## config.mk

```make
export PLATFORM = sky130hd
export DESIGN_NAME = mcs4_fetch_seq
export DESIGN_NICKNAME = d
export VERILOG_FILES = /design/src/rtl/mcs4_pkg.sv /design/src/rtl/mcs4_timing_gen.sv /design/src/rtl/mcs4_fetch_seq.sv
export SDC_FILE = /design/constraint.sdc
export NUM_CORES = 1
export LEC_CHECK = 0
export CORE_MARGIN = 1.5
export CORE_UTILIZATION = 50
export CTS_BUF_LIST = sky130_fd_sc_hd__clkbuf_8 sky130_fd_sc_hd__clkbuf_16
export CTS_CLUSTER_DIAMETER = 200
export DETAILED_ROUTE_END_ITERATION = 10
export PLACE_DENSITY = 0.78
export SYNTH_ARGS = -nofsm -noshare
export SYNTH_HDL_FRONTEND = slang
export SYNTH_SLANG_ARGS = --single-unit
```

## constraint.sdc

```tcl
create_clock -name clk -period 3.3 [get_ports clk]
set_input_delay 0.66 -clock clk [delete_from_list [all_inputs] [get_ports clk]]
set_output_delay 0.66 -clock clk [all_outputs]
set_load 0.05 [all_outputs]
```

## src/rtl/mcs4_pkg.sv

```systemverilog
// Shared MCS-4 bus types: instruction-cycle phases, bus nibble/byte/address types
// and the fetch-source tag used by the CPU-side sequencers.
package mcs4;

    typedef enum logic [2:0] {
        A1 = 3'd0,
        A2 = 3'd1,
        A3 = 3'd2,
        M1 = 3'd3,
        M2 = 3'd4,
        X1 = 3'd5,
        X2 = 3'd6,
        X3 = 3'd7
    } instr_cyc_t;

    typedef logic [3:0]  char_t;
    typedef logic [7:0]  byte_t;
    typedef logic [11:0] addr_t;

    typedef enum logic {
        SRC_AUTO = 1'b0,
        SRC_HOST = 1'b1
    } fetch_src_t;

    function automatic instr_cyc_t next_phase(input instr_cyc_t ph);
        case (ph)
            A1:      return A2;
            A2:      return A3;
            A3:      return M1;
            M1:      return M2;
            M2:      return X1;
            X1:      return X2;
            X2:      return X3;
            X3:      return A1;
            default: return X3;
        endcase
    endfunction

endpackage

```

## src/rtl/mcs4_timing_gen.sv

```systemverilog
// Free-running 8-phase instruction-cycle counter with the sync strobe (high in X3).
// Shared by the ROM fetch sequencer and the future RAM/IO sequencer.
module mcs4_timing_gen
    import mcs4::*;
(
    input  logic       i_clk,
    input  logic       i_rst,
    output instr_cyc_t o_ph,
    output logic       o_sync
);

    instr_cyc_t r_ph;
    logic       r_sync;
    instr_cyc_t w_ph_nxt;

    always_comb begin
        w_ph_nxt = next_phase(r_ph);
    end

    // sync is registered from the next phase so it lines up exactly with X3
    always_ff @(posedge i_clk) begin
        if (i_rst) begin
            r_ph   <= X3;
            r_sync <= 1'b1;
        end else begin
            r_ph   <= w_ph_nxt;
            r_sync <= (w_ph_nxt == X3);
        end
    end

    assign o_ph   = r_ph;
    assign o_sync = r_sync;

endmodule

```

## src/rtl/mcs4_fetch_seq.sv

```systemverilog
// CPU-side ROM bus sequencer: drives the address nibbles, captures the returned byte
// and reports it; fetch slots go to the host buffer first, else the auto PC.
module mcs4_fetch_seq
    import mcs4::*;
#(
    parameter addr_t PC_RESET = 12'h000
) (
    input  logic        clk,
    input  logic        rst,
    output logic        sync,
    output logic        cm_rom,
    output char_t       dbus_out,
    input  char_t       dbus_in,
    input  logic        req_valid,
    input  logic [11:0] req_addr,
    output logic        req_ready,
    input  logic        run_en,
    input  logic        pc_load,
    input  logic [11:0] pc_load_val,
    output logic        resp_valid,
    output logic [7:0]  resp_data,
    output logic [11:0] resp_addr,
    output logic        resp_host
);

    instr_cyc_t w_ph;
    logic       w_sync;

    mcs4_timing_gen u_timing (
        .i_clk  (clk),
        .i_rst  (rst),
        .o_ph   (w_ph),
        .o_sync (w_sync)
    );

    logic       r_buf_valid;
    addr_t      r_buf_addr;
    addr_t      r_pc;
    logic       r_act_valid;
    addr_t      r_act_addr;
    fetch_src_t r_act_src;
    char_t      r_opr;
    char_t      r_dbus;
    logic       r_cm_rom;
    logic       r_resp_valid;
    byte_t      r_resp_data;
    addr_t      r_resp_addr;
    logic       r_resp_host;

    logic  w_accept;
    logic  w_take_buf;
    logic  w_take_pc;
    addr_t w_sel_addr;

    // Only a buffer entry already valid during X3 wins the slot; a same-edge write waits
    always_comb begin
        w_accept   = req_valid && !r_buf_valid;
        w_take_buf = (w_ph == X3) && r_buf_valid;
        w_take_pc  = (w_ph == X3) && !r_buf_valid && run_en;
        w_sel_addr = r_buf_valid ? r_buf_addr : r_pc;
    end

    always_ff @(posedge clk) begin
        if (rst) begin
            r_buf_valid  <= 1'b0;
            r_buf_addr   <= 12'h000;
            r_pc         <= PC_RESET;
            r_act_valid  <= 1'b0;
            r_act_addr   <= 12'h000;
            r_act_src    <= SRC_AUTO;
            r_opr        <= 4'h0;
            r_dbus       <= 4'h0;
            r_cm_rom     <= 1'b0;
            r_resp_valid <= 1'b0;
            r_resp_data  <= 8'h00;
            r_resp_addr  <= 12'h000;
            r_resp_host  <= 1'b0;
        end else begin
            if (w_accept) begin
                r_buf_valid <= 1'b1;
                r_buf_addr  <= req_addr;
            end else if (w_take_buf) begin
                r_buf_valid <= 1'b0;
            end else begin
                r_buf_valid <= r_buf_valid;
            end

            // pc_load wins over the increment; the already-selected fetch keeps its address
            if (pc_load) begin
                r_pc <= pc_load_val;
            end else if (w_take_pc) begin
                r_pc <= r_pc + 12'd1;
            end else begin
                r_pc <= r_pc;
            end

            if (w_ph == X3) begin
                r_act_valid <= w_take_buf || w_take_pc;
                r_act_addr  <= w_sel_addr;
                r_act_src   <= r_buf_valid ? SRC_HOST : SRC_AUTO;
            end else begin
                r_act_valid <= r_act_valid;
            end

            // Bus outputs are registered one phase ahead of the phase they belong to
            case (w_ph)
                X3: begin
                    r_dbus   <= (w_take_buf || w_take_pc) ? w_sel_addr[3:0] : 4'h0;
                    r_cm_rom <= 1'b0;
                end
                A1: begin
                    r_dbus   <= r_act_valid ? r_act_addr[7:4] : 4'h0;
                    r_cm_rom <= 1'b0;
                end
                A2: begin
                    r_dbus   <= r_act_valid ? r_act_addr[11:8] : 4'h0;
                    r_cm_rom <= r_act_valid;
                end
                default: begin
                    r_dbus   <= 4'h0;
                    r_cm_rom <= 1'b0;
                end
            endcase

            if ((w_ph == M1) && r_act_valid) begin
                r_opr <= dbus_in;
            end else begin
                r_opr <= r_opr;
            end

            if ((w_ph == M2) && r_act_valid) begin
                r_resp_valid <= 1'b1;
                r_resp_data  <= {r_opr, dbus_in};
                r_resp_addr  <= r_act_addr;
                r_resp_host  <= (r_act_src == SRC_HOST);
            end else begin
                r_resp_valid <= 1'b0;
            end
        end
    end

    assign sync       = w_sync;
    assign cm_rom     = r_cm_rom;
    assign dbus_out   = r_dbus;
    assign req_ready  = !r_buf_valid;
    assign resp_valid = r_resp_valid;
    assign resp_data  = r_resp_data;
    assign resp_addr  = r_resp_addr;
    assign resp_host  = r_resp_host;

endmodule
```

==> impl_metrics.yaml, run 1 <==
finish:
  diodes: 0
  drive_gt1_share_pct: 7.09
  layout_common_cells: "dfxtp_1 (77), nand2_1 (72), clkdlybuf4s50_1 (60), a21oi_1 (45), nor2_1 (23)"
  fin_area_mm2: 0.00402
  fin_cells: 498
  area.growth.synth_to_final_pct: 26.7
  nNetsFinal: 454
  final_core_util_pct: 66.6
  final_common_cell: "dfxtp_1"
floorplan:
  io_pins: 62
  rows: 28
  start_util_pct: 52.6
  die_area_mm2: 0.00682
  die_w_um: 82.6
  fp.coreArea_mm2: 0.00603
  dieHeight_um: 82.6
cts:
  cts_buffer_depth: 2
  clock_latency_ns: 0.34
  cts_root_buf: "clkbuf_8"
  cts_hold_buf: 0
  cts_tree: "yes"
  cts_num_sinks: 77
  cts_resized: 0
  clkTransAtPathRegs_ns: 0.08
  ctsHtreeMaxLevel: 3
  cts_buffers: 9
  post_cts_buffers: 0
worst_setup_path:
  critPathArrivalTime_ns: 1.52
  startpoint_type: "register"
  crit_required_ns: 2.64
  cp-end-kind: "output pin"
  crit_type: "register to output pin"
  worst-path-max-fanout: 2
detailed_routing:
  vias: 2605
  drc: 0
  drt_pass1_iterations: 4
  drt_iter0_drc: 152
  viasPerCell: 5.23
  avgRoutedWirePerCell_um: 13.4
  drt-total-wl_mm: 6.66
  ant_nets: 0
timing:
  relSlewSlack_pct: 37.7
  hold_violations: 0
  fin_worst_skew_ns: 0.00869
  setup_viol: 0
  finalHoldWorstSlack_ns: 0.451
  fin_setup_tns_ns: 0
  period_share_pct: 66.0
  slew_violations: 0
  fmax_mhz: 459
  period_minus_slack_ns: 2.18
  tightest_slew_ns: 0.929
  rsz0062_at_grt: "no"
global_routing:
  grt_overflow: 0
  grt_util_met1_pct: 27.5
  busiest_layer: "met2"
  grt_util_met2_pct: 35.2
  grt_pass1_vias: 2375
  use_met3_pct: 4.18
  antenna_found_initial: 0
  globalRouteTotalUtil_pct: 21.4
  grt_max_degree: 51
  grt_pass1_wl_mm: 11.1
status:
  status: "completed"
place:
  place_inst: 482
  gp_congestion: 0.803
  place_area_mm2: 0.00378
  hpwl_mm: 4.80
  io_buffer_count: 61
synth:
  ys_seq_area_share_pct: 48.7
  avgSynthCellArea_um2: 8.61
  netlist_instances: 368
  syn_area_mm2: 0.00317
  synth-seq-cells: 77
  ys_types: 35
  synth_nets: 404
  yosysWarnings: 0
power:
  combPwrFrac_pct: 12.5
  power.share.sequential_pct: 49.5
  power_density_mw_per_mm2: 525
  vdd_drop_max_v: 0.000273
  p_int_mw: 1.56
  switching_share_pct: 26.0
  p_leak_nw: 1.54
  switchingPower_mw: 0.548
  power_frac_clock_pct: 38.0
run:
  maxCapViolations: 0
min_path:
  hp-class: "register to register"
-- metrics by stage --
stage / power [mW] / setup WS, ns
global placement: 1.32 / 1.12
finish: 2.11 / 1.12
detailed placement: 1.33 / 1.06
CTS: 2.12 / 1.10
global route: 2.20 / 1.07
floorplan: 1.24 / 1.57
-- cell type report --
class	instances	area [um2]
inverter	15	56.3
clock buffer	10	138
timing repair buffer	64	628
fill	522	2010
multi-input combinational	251	1460
sequential	77	1540
clock inverter	6	95.1
tap	75	93.8
-- final timing paths --
| check | from | to | slack (ns) | depth (start not counted) |
|---|---|---|---|---|
| max reg2reg | u_timing.o_ph[0] | r_pc[7] | 1.45 | 4 |
| max | r_buf_valid | req_ready | 1.12 | 2 |
| min reg2reg | r_act_addr[1] | resp_addr[1] | 0.45 | 2 |
| min | r_act_addr[1] | resp_addr[1] | 0.45 | 2 |
-- state kept, by name (all words and copies together) (netlist names), 3 cells and up --
name / flops
r_pc: 12
r_buf_addr: 12
r_opr: 4
resp_addr: 12
r_act_addr: 12
dbus_out: 4
resp_data: 8
u_timing.o_ph: 3
u_timing.w_ph_nxt: 3
-- cell usage after synthesis, drive strengths merged --
cell     number  area (um2)
ha            3        37.5
nand4b        3        26.3
clkbuf       17        65.1
a22oi         4        30.0
mux2i        20         200
nor2b         3        18.8
and3          2        12.5
buf           8        42.5
nor4          7        56.3
a211oi       14         105
nand3         5        30.0
nor3          5        25.0
and4bb        1        12.5
or3b          1        8.76
o21a         11        82.6
a31o          1        8.76
nand4bb       1        11.3
xnor2         3        26.3
xor2          8        70.1
nand4         4        25.0
nand2b        1        6.26
nor2         23        86.3
and2          4        25.0
o22ai         4        25.0
a21oi        45         225
o21ai         1        5.00
inv          15        56.3
nand2        72         270
dfxtp        77        1540
or2           4        25.0
nor3b         1        7.51
-- logic make-up (layout without fill, tap and decap cells) --
group,count (synthesis),in the layout,share of synthesized area (%)
mux,20,20,6.32
buf+inv,40,95,5.17
simple gates,137,137,20.4
xor+xnor,11,11,3.04
flops,77,77,48.7
compound gates,80,80,15.2
fa+ha+maj,3,3,1.18
-- critical path, stage by stage, from the launching register on --
cell and delay (ns):
dfxtp_1 0.32, inv_1 0.07, clkdlybuf4s50_1 0.79
-- routing by layer --
metal / share of wire (%) / up-vias / wire length [um]
met1: 46 / 1170 / 3040
met5: 0 / - / 0
li1: - / 1362 / -
met2: 48 / 67 / 3230
met3: 4.8 / 6 / 317
met4: 1.1 / 0 / 73
-- power by group through the flow --
stage | Combinational, mW | Sequential, mW | Clock [mW]
2_1_floorplan | 0.180 | 1.05 | 0
3_3_place_gp | 0.256 | 1.06 | 0
3_5_place_dp | 0.263 | 1.06 | 0
4_1_cts | 0.265 | 1.04 | 0.815
5_1_grt | 0.292 | 1.05 | 0.858
6_report | 0.263 | 1.04 | 0.802
(Power assumes the default switching activity.)
==> run 2: changes to the inputs <==
Settings changed: CORE_UTILIZATION 50 to 46, PLACE_DENSITY 0.78 to 0.75.
Clock period 3.3 ns to 1.9 ns, I/O delays scaled along.
==> run 2 against run 1 <==
  * Hold slack lost 0.089 ns
  * Design area grew 1.4%
  * Combinational power grew 81%
  * Clock power grew 53%
  * Clock skew is essentially flat
  * Core utilization shrank 6.0 points
  * Cell count grew 2.4%
  * Critical path depth shrank 1
  * Flip-flop and latch count is the same
  * Critical path type unchanged
  * Largest cell class unchanged
==> impl_metrics.yaml, run 2 (synthesis gave the netlist of run 1 again) <==
place:
  place_area_mm2: 0.00385
  gp_congestion: 0.828
  hpwl_mm: 4.87
  place_inst: 494
  io_buffer_count: 61
  pre_cts_ws_ns: -0.00117
global_routing:
  use_met3_pct: 3.27
  grt_overflow: 0
  grt_pass1_vias: 2492
  grt_util_met2_pct: 31.8
  antenna_found_initial: 0
  grt_max_degree: 48
  grt_pass1_wl_mm: 11.1
  globalRouteTotalUtil_pct: 19.0
  busiest_layer: "met2"
  grt_util_met1_pct: 23.7
cts:
  post_cts_buffers: 0
  cts_num_sinks: 77
  cts_resized: 2
  cts_tree: "yes"
  clkTransAtPathRegs_ns: 0.08
  ctsHtreeMaxLevel: 3
  clock_latency_ns: 0.35
  cts_buffer_depth: 2
  cts_hold_buf: 0
  cts_buffers: 9
  cts_root_buf: "clkbuf_8"
detailed_routing:
  viasPerCell: 5.21
  drt-total-wl_mm: 6.68
  drt_iter0_drc: 82
  drc: 0
  avgRoutedWirePerCell_um: 13.1
  vias: 2658
  ant_nets: 0
  drt_pass1_iterations: 4
worst_setup_path:
  slowest_stage: "clkdlybuf4s50_1"
  worstPathCellList: "clkdlybuf4s50_1"
  r2r_cells: 4
  r2r_setup_slack_ns: 0.24
  worst-path-max-fanout: 1
  cpLargestDelayFamily: "buffers and inverters"
  cp_num_buf_inv: 1
  critPathArrivalTime_ns: 1.48
  crit_required_ns: 1.52
  critPathMaxStageDelay_ns: 0.81
  crit_type: "register to output pin"
  r2r-end: "r_pc[7]"
  timing.rr.start: "u_timing.o_ph[2]"
  startpoint_type: "register"
  cp-end-kind: "output pin"
finish:
  layout_common_cells: "dfxtp_1 (77), nand2_1 (72), a21oi_1 (45), clkdlybuf4s50_1 (43), nor2_1 (23)"
  final_common_cell: "dfxtp_1"
  diodes: 0
  fin_area_mm2: 0.00407
  drive_gt1_share_pct: 9.30
  fin_cells: 510
  area.growth.synth_to_final_pct: 28.6
  final_core_util_pct: 60.6
  nNetsFinal: 461
floorplan:
  dieHeight_um: 86.0
  die_area_mm2: 0.00739
  fp.coreArea_mm2: 0.00672
  rows: 30
  die_w_um: 86.0
  io_pins: 62
  start_util_pct: 47.2
timing:
  finalHoldWorstSlack_ns: 0.362
  fin_worst_skew_ns: 0.00855
  relSlewSlack_pct: 65.5
  fmax_mhz: 537
  period_share_pct: 98.0
  rsz0062_at_grt: "no"
  hold_violations: 0
  period_minus_slack_ns: 1.86
  fin_setup_tns_ns: 0
  slew_violations: 0
  setup_viol: 0
  final.setup.worst_slack_ns: 0.0382
  tightest_slew_ns: 0.516
power:
  power_density_mw_per_mm2: 865
  vdd_drop_max_v: 0.000370
  p_leak_nw: 1.80
  power_mw: 3.52
run:
  maxCapViolations: 0
min_path:
  hp-class: "input pin to register"
  hold_end: "u_timing.w_ph_nxt[0]"
  hold_start: "rst"
  min_path_cells: 3
status:
  status: "completed"
run 2: cell types whose count changed in the layout (fill, tap and decap cells not counted):
cell and delta:
buf_12 +1, buf_4 +9, bufinv_16 -1, clkbuf_8 -1, clkdlybuf4s50_1 -17, clkinv_2 +2, dlygate4sd2_1 +2, dlymetal6s2s_1 +12
run 2: worst max-delay path by stage:
stage                       startpoint                   end  slack, ns  depth (start not counted)
after global placement          run_en               r_pc[8]       0.07                          5
final                      dbus_out[3]           dbus_out[3]       0.04                          1
after floorplan                    rst  u_timing.w_ph_nxt[2]       0.45                          6
after global routing      resp_addr[0]          resp_addr[0]     0.0002                          1
after detailed placement        run_en               r_pc[7]     -0.001                          5
after CTS                    resp_host             resp_host      0.007                          1
run 2: report_power, final:
| group | switching [mW] | leakage (nW) | internal [mW] |
|---|---|---|---|
| Combinational | 0.252 | 1.06 | 0.225 |
| Sequential | 0.0980 | 0.631 | 1.71 |
| Clock | 0.621 | 0.104 | 0.613 |
run 2: layout make-up:
cell class / count / area, um2
well taps: 80 / 100
flip-flops and latches: 77 / 1540
multi-input cells: 251 / 1460
clock buffers: 9 / 124
clock inverters: 7 / 75.1
repair buffers: 71 / 713
inverters: 15 / 56.3
fillers: 605 / 2650
run 2: worst register-to-register path: cells and delay by family (launching register included):
family	cells	cell delay (ns)
compound gates	1	0.19
simple gates	2	0.72
flops	1	0.50
xor+xnor	1	0.13
run 2: layer usage:
| layer | vias to the layer above | part of all wire (%) | wire, um |
|---|---|---|---|
| met2 | 71 | 48 | 3220 |
| met4 | 0 | 1.6 | 110 |
| met5 | - | 0 | 0 |
| met1 | 1210 | 45 | 3040 |
| li1 | 1367 | - | - |
| met3 | 10 | 4.6 | 308 |
